`src/rtl/sio_dmu_pkt_pkg.sv`:
```
// Shared types, field positions and parity helper for the SIU->DMU outbound packet checker.
package sio_dmu_pkt_pkg;

  typedef enum logic [0:0] {
    IDLE = 1'b0,
    PAY  = 1'b1
  } lane_state_e;

  localparam int RSP_TYPE_W  = 6;
  localparam int RSP_TAG_W   = 16;
  localparam int RSP_TAG_LSB = 64;
  localparam int PAR_SLICE_W = 16;

  // Expected parity bit for one 16-bit slice; odd=1 selects odd parity.
  function automatic logic slice_par(input logic [PAR_SLICE_W-1:0] s, input logic odd);
    return (^s) ^ odd;
  endfunction

endpackage

```
`src/rtl/sio_dmu_pkt_chk_lane.sv`:
```
// One checker lane: header/payload FSM, response capture, slice parity check, sticky errors.
// Packet/beat statistics counters exist only when SIO_DMU_PKT_CHK_STATS_EN is defined.
module sio_dmu_pkt_lane
  import sio_dmu_pkt_pkg::*;
#(
  parameter int DATA_W  = 128,
  parameter int BEATS   = 4,
  parameter int PAR_ODD = 0
) (
  input  logic                    iol2clk,
  input  logic                    rst,
  input  logic                    hdr_vld,
  input  logic                    datareq,
  input  logic [DATA_W-1:0]       data,
  input  logic [DATA_W/16-1:0]    parity,
  input  logic                    err_clr,
  output logic                    pkt_done,
  output logic                    pkt_has_data,
  output logic [RSP_TYPE_W-1:0]   rsp_type,
  output logic [RSP_TAG_W-1:0]    rsp_tag,
  output logic                    err_par,
  output logic                    err_ovl,
  output logic                    err_orph,
  output logic [31:0]             pkt_cnt,
  output logic [31:0]             beat_cnt
);

  localparam int   PAR_W = DATA_W / PAR_SLICE_W;
  localparam int   CNT_W = $clog2(BEATS + 1);
  localparam logic ODD   = (PAR_ODD != 0);
  localparam logic [CNT_W-1:0] LAST_CNT = CNT_W'(BEATS - 1);

  lane_state_e      state;
  logic [CNT_W-1:0] cnt;

  logic [PAR_W-1:0] par_mis;
  logic             beat;
  logic             last_beat;
  logic             done_set;
  logic             par_set;
  logic             ovl_set;
  logic             orph_set;

  always_comb begin
    par_mis = '0;
    for (int i = 0; i < PAR_W; i++) begin
      par_mis[i] = slice_par(data[i*PAR_SLICE_W +: PAR_SLICE_W], ODD) ^ parity[i];
    end
  end

  // A header cycle in PAY is never a payload beat: it aborts the packet instead.
  assign beat      = (state == PAY) && !hdr_vld;
  assign last_beat = beat && (cnt == LAST_CNT);
  assign done_set  = last_beat || (hdr_vld && !datareq);
  assign par_set   = beat && (|par_mis);
  assign ovl_set   = (state == PAY) && hdr_vld;
  assign orph_set  = datareq && !hdr_vld;

  always_ff @(posedge iol2clk) begin
    if (rst) begin
      state        <= IDLE;
      cnt          <= '0;
      pkt_done     <= 1'b0;
      pkt_has_data <= 1'b0;
    end else begin
      pkt_done     <= done_set;
      pkt_has_data <= last_beat;
      if (hdr_vld) begin
        state <= datareq ? PAY : IDLE;
        cnt   <= '0;
      end else if (last_beat) begin
        state <= IDLE;
        cnt   <= '0;
      end else if (beat) begin
        cnt <= cnt + 1'b1;
      end
    end
  end

  always_ff @(posedge iol2clk) begin
    if (rst) begin
      rsp_type <= '0;
      rsp_tag  <= '0;
    end else if (hdr_vld) begin
      rsp_type <= data[DATA_W-1 -: RSP_TYPE_W];
      rsp_tag  <= data[RSP_TAG_LSB +: RSP_TAG_W];
    end
  end

  // Sticky flags: a new error in the clear cycle survives the clear.
  always_ff @(posedge iol2clk) begin
    if (rst) begin
      err_par  <= 1'b0;
      err_ovl  <= 1'b0;
      err_orph <= 1'b0;
    end else begin
      err_par  <= (err_par  && !err_clr) || par_set;
      err_ovl  <= (err_ovl  && !err_clr) || ovl_set;
      err_orph <= (err_orph && !err_clr) || orph_set;
    end
  end

`ifdef SIO_DMU_PKT_CHK_STATS_EN
  logic [31:0] pkt_cnt_q;
  logic [31:0] beat_cnt_q;

  always_ff @(posedge iol2clk) begin
    if (rst) begin
      pkt_cnt_q  <= '0;
      beat_cnt_q <= '0;
    end else begin
      if (done_set && (pkt_cnt_q != 32'hFFFF_FFFF)) begin
        pkt_cnt_q <= pkt_cnt_q + 32'd1;
      end
      if (beat && (beat_cnt_q != 32'hFFFF_FFFF)) begin
        beat_cnt_q <= beat_cnt_q + 32'd1;
      end
    end
  end

  assign pkt_cnt  = pkt_cnt_q;
  assign beat_cnt = beat_cnt_q;
`else
  assign pkt_cnt  = '0;
  assign beat_cnt = '0;
`endif

endmodule

```
`config.mk`:
```
export PLATFORM = sky130hd
export DESIGN_NAME = sio_dmu_pkt_lane
export DESIGN_NICKNAME = d
export VERILOG_FILES = /design/src/rtl/sio_dmu_pkt_pkg.sv /design/src/rtl/sio_dmu_pkt_chk_lane.sv
export SDC_FILE = /design/constraint.sdc
export NUM_CORES = 1
export LEC_CHECK = 0
export CAP_MARGIN = 15
export CELL_PAD_IN_SITES_DETAIL_PLACEMENT = 2
export CELL_PAD_IN_SITES_GLOBAL_PLACEMENT = 2
export CORE_ASPECT_RATIO = 1.1
export CORE_MARGIN = 5
export CORE_UTILIZATION = 15
export CTS_BUF_LIST = sky130_fd_sc_hd__clkbuf_8
export CTS_CLUSTER_DIAMETER = 40
export DETAILED_ROUTE_END_ITERATION = 10
export PLACE_DENSITY_LB_ADDON = 0.1
export SYNTH_ARGS = -nofsm -noshare
export SYNTH_HDL_FRONTEND = slang
export SYNTH_SLANG_ARGS = --single-unit
```
`constraint.sdc`:
```
create_clock -name iol2clk -period 1.9 [get_ports iol2clk]
set_input_delay 0.38 -clock iol2clk [delete_from_list [all_inputs] [get_ports iol2clk]]
set_output_delay 0.38 -clock iol2clk [all_outputs]
set_load 0.01 [all_outputs]
```
### Word-level counts from Yosys, hierarchy flattened

Cells that the tools add are included.

| storage, ports and cells | value |
|---|---|
| register bits after elaboration | 31 |
| word-level logic and storage cells | 49 |
| input port bits | 141 |

| cells by class | value |
|---|---|
| reductions and logical operators | 27 |
| add/subtract/negate cells | 1 |
| bitwise gates (word level) | 8 |
| equality and inequality tests | 1 |
| muxes and demuxes | 3 |

Operator list:

| cell | count |
|---|---|
| $reduce_xor A16 Y1 | 8 |
| $logic_and A1 B1 Y1 | 9 |
| $reduce_or A8 Y1 | 1 |
| $xor A1 B1 Y1 | 8 |
| $logic_or A1 B1 Y1 | 4 |
| $add A3 B1 Y3 const B | 1 |
| $eq A3 B2 Y1 const B | 1 |
| $logic_not A1 Y1 | 3 |
| $mux W1 | 3 |
| $reduce_or A3 Y1 | 1 |
| $reduce_bool A2 Y1 | 1 |

### Logic depth before layout (Yosys ltp)

Gate-level depths: netlist of the first run.

| depth | value |
|---|---|
| depth in word-level cells | 5 |
| mapped depth | 7 |

### Worst setup path after synthesis of the first run

OpenSTA, ideal clock, no wires.

| timing path | value |
|---|---|
| path kind | input -> register |
| start | in data[126] |
| end | reg err_par |
| stages | 7 |
| library setup time | 0.117 ns |
| setup slack | -0.005 ns |
| data arrival time | 1.787 ns |
| cells stage by stage | xnor2_1 -> xnor2_1 -> xnor3_2 -> xnor2_1 -> nor4_1 -> nand2_1 -> a32o_1 |

| between the ends | value |
|---|---|
| longest elaborated chain between the ends | 5 |

Ends and longest elaborated chain:

| element | line | source |
|---|---|---|
| from (decl) | sio_dmu_pkt_chk_lane.sv:14 | `input logic [DATA_W-1:0] data,` |
| $reduce_xor A16 Y1 | sio_dmu_pkt_pkg.sv:16 | `return (^s) ^ odd;` |
| $xor A1 B1 Y1 | sio_dmu_pkt_chk_lane.sv:47 | `par_mis[i] = slice_par(data[i*PAR_SLICE_W +: PAR_SLICE_W], ODD) ^ parity[i];` |
| $reduce_or A8 Y1 | sio_dmu_pkt_chk_lane.sv:55 | `assign par_set = beat && (\|par_mis);` |
| $logic_and A1 B1 Y1 | sio_dmu_pkt_chk_lane.sv:55 |  |
| $logic_or A1 B1 Y1 | sio_dmu_pkt_chk_lane.sv:97 | `err_par <= (err_par && !err_clr) \|\| par_set;` |
| to (signal assigned) | sio_dmu_pkt_chk_lane.sv:97 |  |
| to (decl) | sio_dmu_pkt_chk_lane.sv:21 | `output logic err_par,` |

No other way between the ends.
A chain may end at the register's enable or synchronous reset.

### Final worst setup path of the first run

| timing path | value |
|---|---|
| start | in parity[7] |
| end | reg err_par |

| between the ends | value |
|---|---|
| longest elaborated chain between the ends | 4 |

Ends and longest elaborated chain:

| element | line | source |
|---|---|---|
| from (decl) | sio_dmu_pkt_chk_lane.sv:15 | `input logic [DATA_W/16-1:0] parity,` |
| $xor A1 B1 Y1 | sio_dmu_pkt_chk_lane.sv:47 |  |
| $reduce_or A8 Y1 | sio_dmu_pkt_chk_lane.sv:55 |  |
| $logic_and A1 B1 Y1 | sio_dmu_pkt_chk_lane.sv:55 |  |
| $logic_or A1 B1 Y1 | sio_dmu_pkt_chk_lane.sv:97 |  |

No other way between the ends.

==> impl_metrics.py, run 1 <==
metrics = {
    "floorplanning": {
        "core_area_um2": 18280,
        "rows": 52,
        "dieArea_um2": 21350,
        "boundaryPins": 232,
        "initial_core_util_pct": 15.20,
        "die_h_um": 152.8,
        "fp.dieW_um": 139.8,
    },
    "cells_and_area": {
        "final_area_um2": 4745,
        "drive_above_1_share_pct": 14.29,
        "final_cell_mix": "xnor2_1, clkdlybuf4s50_1, conb_1",
        "mostFrequentLayoutCell": "xnor2_1",
        "syn_to_final_growth_pct": 70.73,
        "utilization_pct": 25.95,
        "n_antenna_cell": 0,
        "nets": 619,
    },
    "setup_path": {
        "path_cells": "dlygate4sd2_1 -> xnor2_2 -> xnor2_1 -> xnor3_2 -> xnor2_2 -> nor4_2 -> nand2_1 -> a32o_1",
        "crit_buf_inv": 1,
        "crit_family": "XOR/XNOR gates",
        "path_max_fanout": 1,
        "cp_slowest_cell": "xnor3_2",
        "critPathMostFrequentCell": "xnor2_2",
        "required_ps": 2070,
        "cpPeakStageDelay_ps": 450,
        "critical_path_class": "in -> reg",
        "worstSetupEndpointType": "flip-flop",
        "crit_arrival_ps": 2130,
        "start_kind": "input pin",
    },
    "global_route": {
        "grt_max_degree": 18,
        "grt_pass1_vias": 2824,
        "track_usage_pct": 9.753,
        "grt_antenna_before_repair": 0,
        "grt.overflow.total": 0,
        "grt_pass1_wl_mm": 16.43,
    },
    "place": {
        "post_dp_cell_area_um2": 4562,
        "place_hpwl_mm": 9.355,
        "port_buffers": 167,
        "gp_congestion": 0.7866,
    },
    "synth": {
        "netlist.area_leader.share_pct": 32.78,
        "ys_ff_latch": 31,
        "avgSynthCellArea_um2": 9.294,
        "yosys_warnings": 0,
        "synth-compound-area-share_pct": 1.891,
        "synth-simple-area-share_pct": 6.168,
        "seq_area_frac_synth_pct": 22.33,
        "netlist_area_um2": 2779,
        "synth_top_family_by_area": "XOR/XNOR gates",
        "synth-adder-area-share_pct": 0.9005,
        "synthCells": 299,
        "synth_area_leader_cell": "xnor2_1",
        "synth-xor-area-share_pct": 41.87,
        "synth_top_cells_by_area": "xnor2_1, dfxtp_1, buf_4",
        "synthMuxAreaShare_pct": 7.924,
        "ys_types": 22,
    },
    "timing": {
        "finalSetupViolCount": 1,
        "fmax_ghz": 0.5106,
        "finClkSkew_ps": 3.366,
        "fin_crit_sh_pct": 103.1,
        "drv_slew": 0,
        "grt_setup_unrepaired": "true",
        "setup_ws_ps": -58.34,
        "finalCriticalPeriod_ps": 1958,
        "finalHoldViolations": 0,
        "setup_tns_ps": -58.34,
    },
    "run": {
        "max_cap_viol_count": 0,
    },
    "cts": {
        "cts_max_path_buffers": 2,
        "cts_buffers": 5,
        "h-tree-depth": 2,
        "cts_tree": "yes",
        "clock-sinks": 31,
        "path_clk_slew_ps": 60,
        "clockRootBuffer": "clkbuf_8",
        "cts_setup_buffers": 0,
        "clock_latency_ps": 280,
    },
    "route": {
        "vias": 2454,
        "firstDrtPassIters": 4,
        "routed_via_density": 3.413,
        "ant_nets": 0,
        "wire_per_inst_um": 14.97,
        "routed_wl_mm": 10.76,
        "drc": 0,
        "drtIter0Drc": 49,
    },
    "power_and_ir_drop": {
        "power_density_nw_per_um2": 564.0,
        "power_leakage_uw": 0.002073,
        "peakVddDrop_v": 0.0002297,
        "power.total_uw": 2676,
    },
    "outcome": {
        "violations": "setup timing",
        "outcome": "finished, violations left",
    },
    "worst_hold_path": {
        "hold_path_class": "reg -> reg",
    },
}
-- synthesized netlist by cell type --
library cell / number
xor2_1: 8
and3_1: 1
buf_1: 3
mux2i_1: 22
clkbuf_1: 4
nor4_1: 1
nor2_1: 29
nor3_1: 6
a21oi_1: 4
inv_1: 4
dfxtp_1: 31
buf_4: 64
xnor2_1: 104
a22oi_1: 2
a32o_1: 1
nand2_1: 2
conb_1: 1
ha_1: 2
nor4_2: 1
xnor3_2: 2
xnor3_1: 6
a21o_1: 1
-- cells by family after synthesis --
group / count (synthesis)
xor gates and xnor gates: 120
buffers and inverters: 75
and+or+nand+nor: 40
DFF: 31
muxes: 22
AOI/OAI and AO/OA: 8
adders and majority gates: 2
other: 1
-- power by group --
group / internal (uW) / total, uW / leakage (uW) / switching, uW
registers: 683 / 701 / 0.000255 / 18.3
clock network: 284 / 536 / 0.0000470 / 252
logic: 851 / 1440 / 0.00177 / 588
total: 1820 / 2680 / 0.00207 / 858
-- final cells by class --
cell class / count / area (um2)
clock buffer: 6 / 82.58
clock inverter: 1 / 5.005
fill: 2083 / 13540
inverter: 4 / 15.01
multi-input combinational: 256 / 2090
sequential: 31 / 620.6
tap: 243 / 304.0
timing repair buffer: 178 / 1628
-- final timing paths --
check	from	endpoint	slack, ps	depth (start not counted)
max	parity[7]	err_par	-60	8
min	err_par	err_par	470	1
max reg2reg	cnt[0]	cnt[2]	640	5
min reg2reg	err_par	err_par	470	1
-- timing repair --
action	CTS	global route
hold endpoints to repair	0	0
pin swaps	94	2
resized for setup	196	3
setup endpoints to repair	1	1
hold buffers	0	0
-- per-layer routing --
metal / vias up / track usage, % / share of wire [%]
met3: 6 / 3.107 / 7.7
met4: 0 / 1.800 / 0.73
met5: - / 0 / 0
li1: 1167 / - / -
met1: 1145 / 12.16 / 44
met2: 136 / 16.64 / 47
-- state kept, by name (all words and copies together), names as in the netlist --
| signal | flops |
|---|---|
| cnt | 3 |
| err_orph | 1 |
| err_ovl | 1 |
| err_par | 1 |
| pkt_done | 1 |
| pkt_has_data | 1 |
| rsp_tag | 16 |
| rsp_type | 6 |
| state | 1 |
-- per-stage QoR --
step | hold WS [ps] | cells | setup WS [ps]
6_report | 471.6 | 719 | -58.34
5_1_grt | 512.7 | 719 | -156.0
4_1_cts | 482.3 | 719 | -48.32
3_5_place_dp | 466.5 | 712 | -789.1
3_3_place_gp | 450.5 | 712 | -767.9
2_1_floorplan | 491.4 | 362 | 1.972
(Power assumes the default switching activity.)
==> inputs of run 2 (changes only) <==
--- a/config.mk
+++ b/config.mk
@@ -8,13 +8,13 @@
 export CAP_MARGIN = 15
 export CELL_PAD_IN_SITES_DETAIL_PLACEMENT = 2
 export CELL_PAD_IN_SITES_GLOBAL_PLACEMENT = 2
-export CORE_ASPECT_RATIO = 1.1
 export CORE_MARGIN = 5
 export CORE_UTILIZATION = 15
 export CTS_BUF_LIST = sky130_fd_sc_hd__clkbuf_8
 export CTS_CLUSTER_DIAMETER = 40
 export DETAILED_ROUTE_END_ITERATION = 10
 export PLACE_DENSITY_LB_ADDON = 0.1
+export SKIP_LAST_GASP = 1
 export SYNTH_ARGS = -nofsm -noshare
 export SYNTH_HDL_FRONTEND = slang
 export SYNTH_SLANG_ARGS = --single-unit
==> impl_metrics.py, run 2 (synthesis results as in run 1) <==
metrics = {
    "global_route": {
        "grt_max_degree": 20,
        "top_usage_layer": "met2",
        "grt.overflow.total": 0,
        "track_usage_pct": 9.583,
        "grt_antenna_before_repair": 0,
        "grt_pass1_vias": 2755,
        "use_met3_pct": 3.068,
        "grt_pass1_wl_mm": 16.24,
        "grtUsageMet2_pct": 16.14,
        "grt_util_met1_pct": 12.30,
    },
    "cts": {
        "cts_buffers": 5,
        "clock_latency_ps": 280,
        "clockRootBuffer": "clkbuf_8",
        "cts_max_path_buffers": 2,
        "path_clk_slew_ps": 70,
        "clock-sinks": 31,
        "h-tree-depth": 2,
        "cts_tree": "yes",
    },
    "timing": {
        "setup_ws_ps": -29.28,
        "finalCriticalPeriod_ps": 1929,
        "finalHoldViolations": 0,
        "grt_setup_unrepaired": "true",
        "finalSetupViolCount": 1,
        "fin_crit_sh_pct": 101.5,
        "fmax_ghz": 0.5183,
        "finClkSkew_ps": 1.063,
        "drv_slew": 0,
    },
    "route": {
        "ant_nets": 0,
        "vias": 2406,
        "wire_per_inst_um": 15.06,
        "routed_wl_mm": 10.59,
        "firstDrtPassIters": 2,
        "drtIter0Drc": 37,
        "drc": 0,
        "routed_via_density": 3.422,
    },
    "cells_and_area": {
        "regMostFlops": "rsp_tag",
        "drive_above_1_share_pct": 16.24,
        "mostFrequentLayoutCell": "xnor2_1",
        "final_area_um2": 4718,
        "syn_to_final_growth_pct": 69.79,
        "largest_reg_flops": 16,
        "largestRegisters": "rsp_tag: 16 flops, rsp_type: 6 flops, cnt: 3 flops",
        "final_cell_mix": "xnor2_1, clkdlybuf4s50_1, conb_1",
        "n_antenna_cell": 0,
        "nets": 616,
        "layout.cells.non_filler": 703,
    },
    "setup_path": {
        "crit_buf_inv": 1,
        "path_max_fanout": 1,
        "worstSetupEndpointType": "flip-flop",
        "cpPeakStageDelay_ps": 380,
        "required_ps": 2070,
        "crit_family": "XOR/XNOR gates",
        "critPathMostFrequentCell": "xnor2_2",
        "startpoint": "data[26]",
        "rr_startpoint": "cnt[0]",
        "crit_arrival_ps": 2100,
        "cp_slowest_cell": "xnor3_1",
        "worstRegToRegCells": 5,
        "path_depth": 8,
        "critical_path_class": "in -> reg",
        "reg2reg_slack_ps": 670,
        "start_kind": "input pin",
        "path_cells": "dlygate4sd2_1 -> xnor2_2 -> xnor2_1 -> xnor3_1 -> xnor2_2 -> nor4_2 -> nand2_1 -> a32o_1",
    },
    "run": {
        "max_cap_viol_count": 0,
    },
    "place": {
        "place_hpwl_mm": 9.152,
        "dp_cells": 696,
        "port_buffers": 167,
        "gp_congestion": 0.6465,
        "post_dp_cell_area_um2": 4542,
    },
    "outcome": {
        "violations": "setup timing",
        "outcome": "finished, violations left",
    },
    "power_and_ir_drop": {
        "power_density_nw_per_um2": 562.4,
        "peakVddDrop_v": 0.0002122,
        "power.total_uw": 2653,
        "power_leakage_uw": 0.002079,
    },
    "floorplanning": {
        "fp.dieW_um": 146.1,
        "rows": 49,
        "dieArea_um2": 21350,
        "initial_core_util_pct": 15.36,
        "boundaryPins": 232,
        "die_h_um": 146.1,
        "core_area_um2": 18090,
    },
    "worst_hold_path": {
        "min_from": "err_par",
        "hold_path_class": "reg -> reg",
        "hold_depth": 1,
    },
}
[run 2: cell types whose count changed in the layout (fill, tap and decap cells not counted), moves of 3 or more]
cell,change
buf_2,+7
clkdlybuf4s15_1,-7
buf_4,-4
dlygate4sd2_1,-3
xnor2_1,-3
xnor2_2,+3
[run 2: what timing repair did]
action | 4_1_cts | 5_1_grt
buffers inserted | 0 | 0
endpoints found under the setup margin | 1 | 1
pin swaps | 93 | 1
resized for setup | 214 | 1
hold buffers | 0 | 0
[run 2: worst paths after layout]
path / end
worst max-delay path: err_par
worst min-delay path: err_par
worst max register to register: cnt[2]
worst min register to register: err_par
[run 2: layer usage]
metal / vias up / routed length, um
li1: 1159 / -
met1: 1115 / 4677
met2: 128 / 5075
met3: 4 / 775
met4: 0 / 62
met5: - / 0
[run 2: power by group]
group          switching [uW]  total (uW)  internal, uW
sequential               17.9         701           683
clock                     255         501           246
combinational             595        1450           857
total                     868        2650          1790
[run 2: cell type report]
class,count,area (um2)
fill,2064,13370
multi-input combinational,256,2127
timing repair buffer,175,1588
sequential,31,620.6
tap,229,286.5
clock buffer,5,68.82
inverter,4,15.01
clock inverter,3,12.51
[run 2: per-stage QoR]
stage	TNS (ps)	utilization (%)	hold slack (ps)	worst slack, ps
finish	-29.28	26.09	473.5	-29.28
global route	-126.4	26.09	522.2	-126.4
CTS	-54.35	26.05	486.7	-54.35
detailed placement	-797.1	25.11	468.1	-797.1
global placement	-805.9	25.11	457.7	-805.9
floorplan	0	-	491.4	1.972
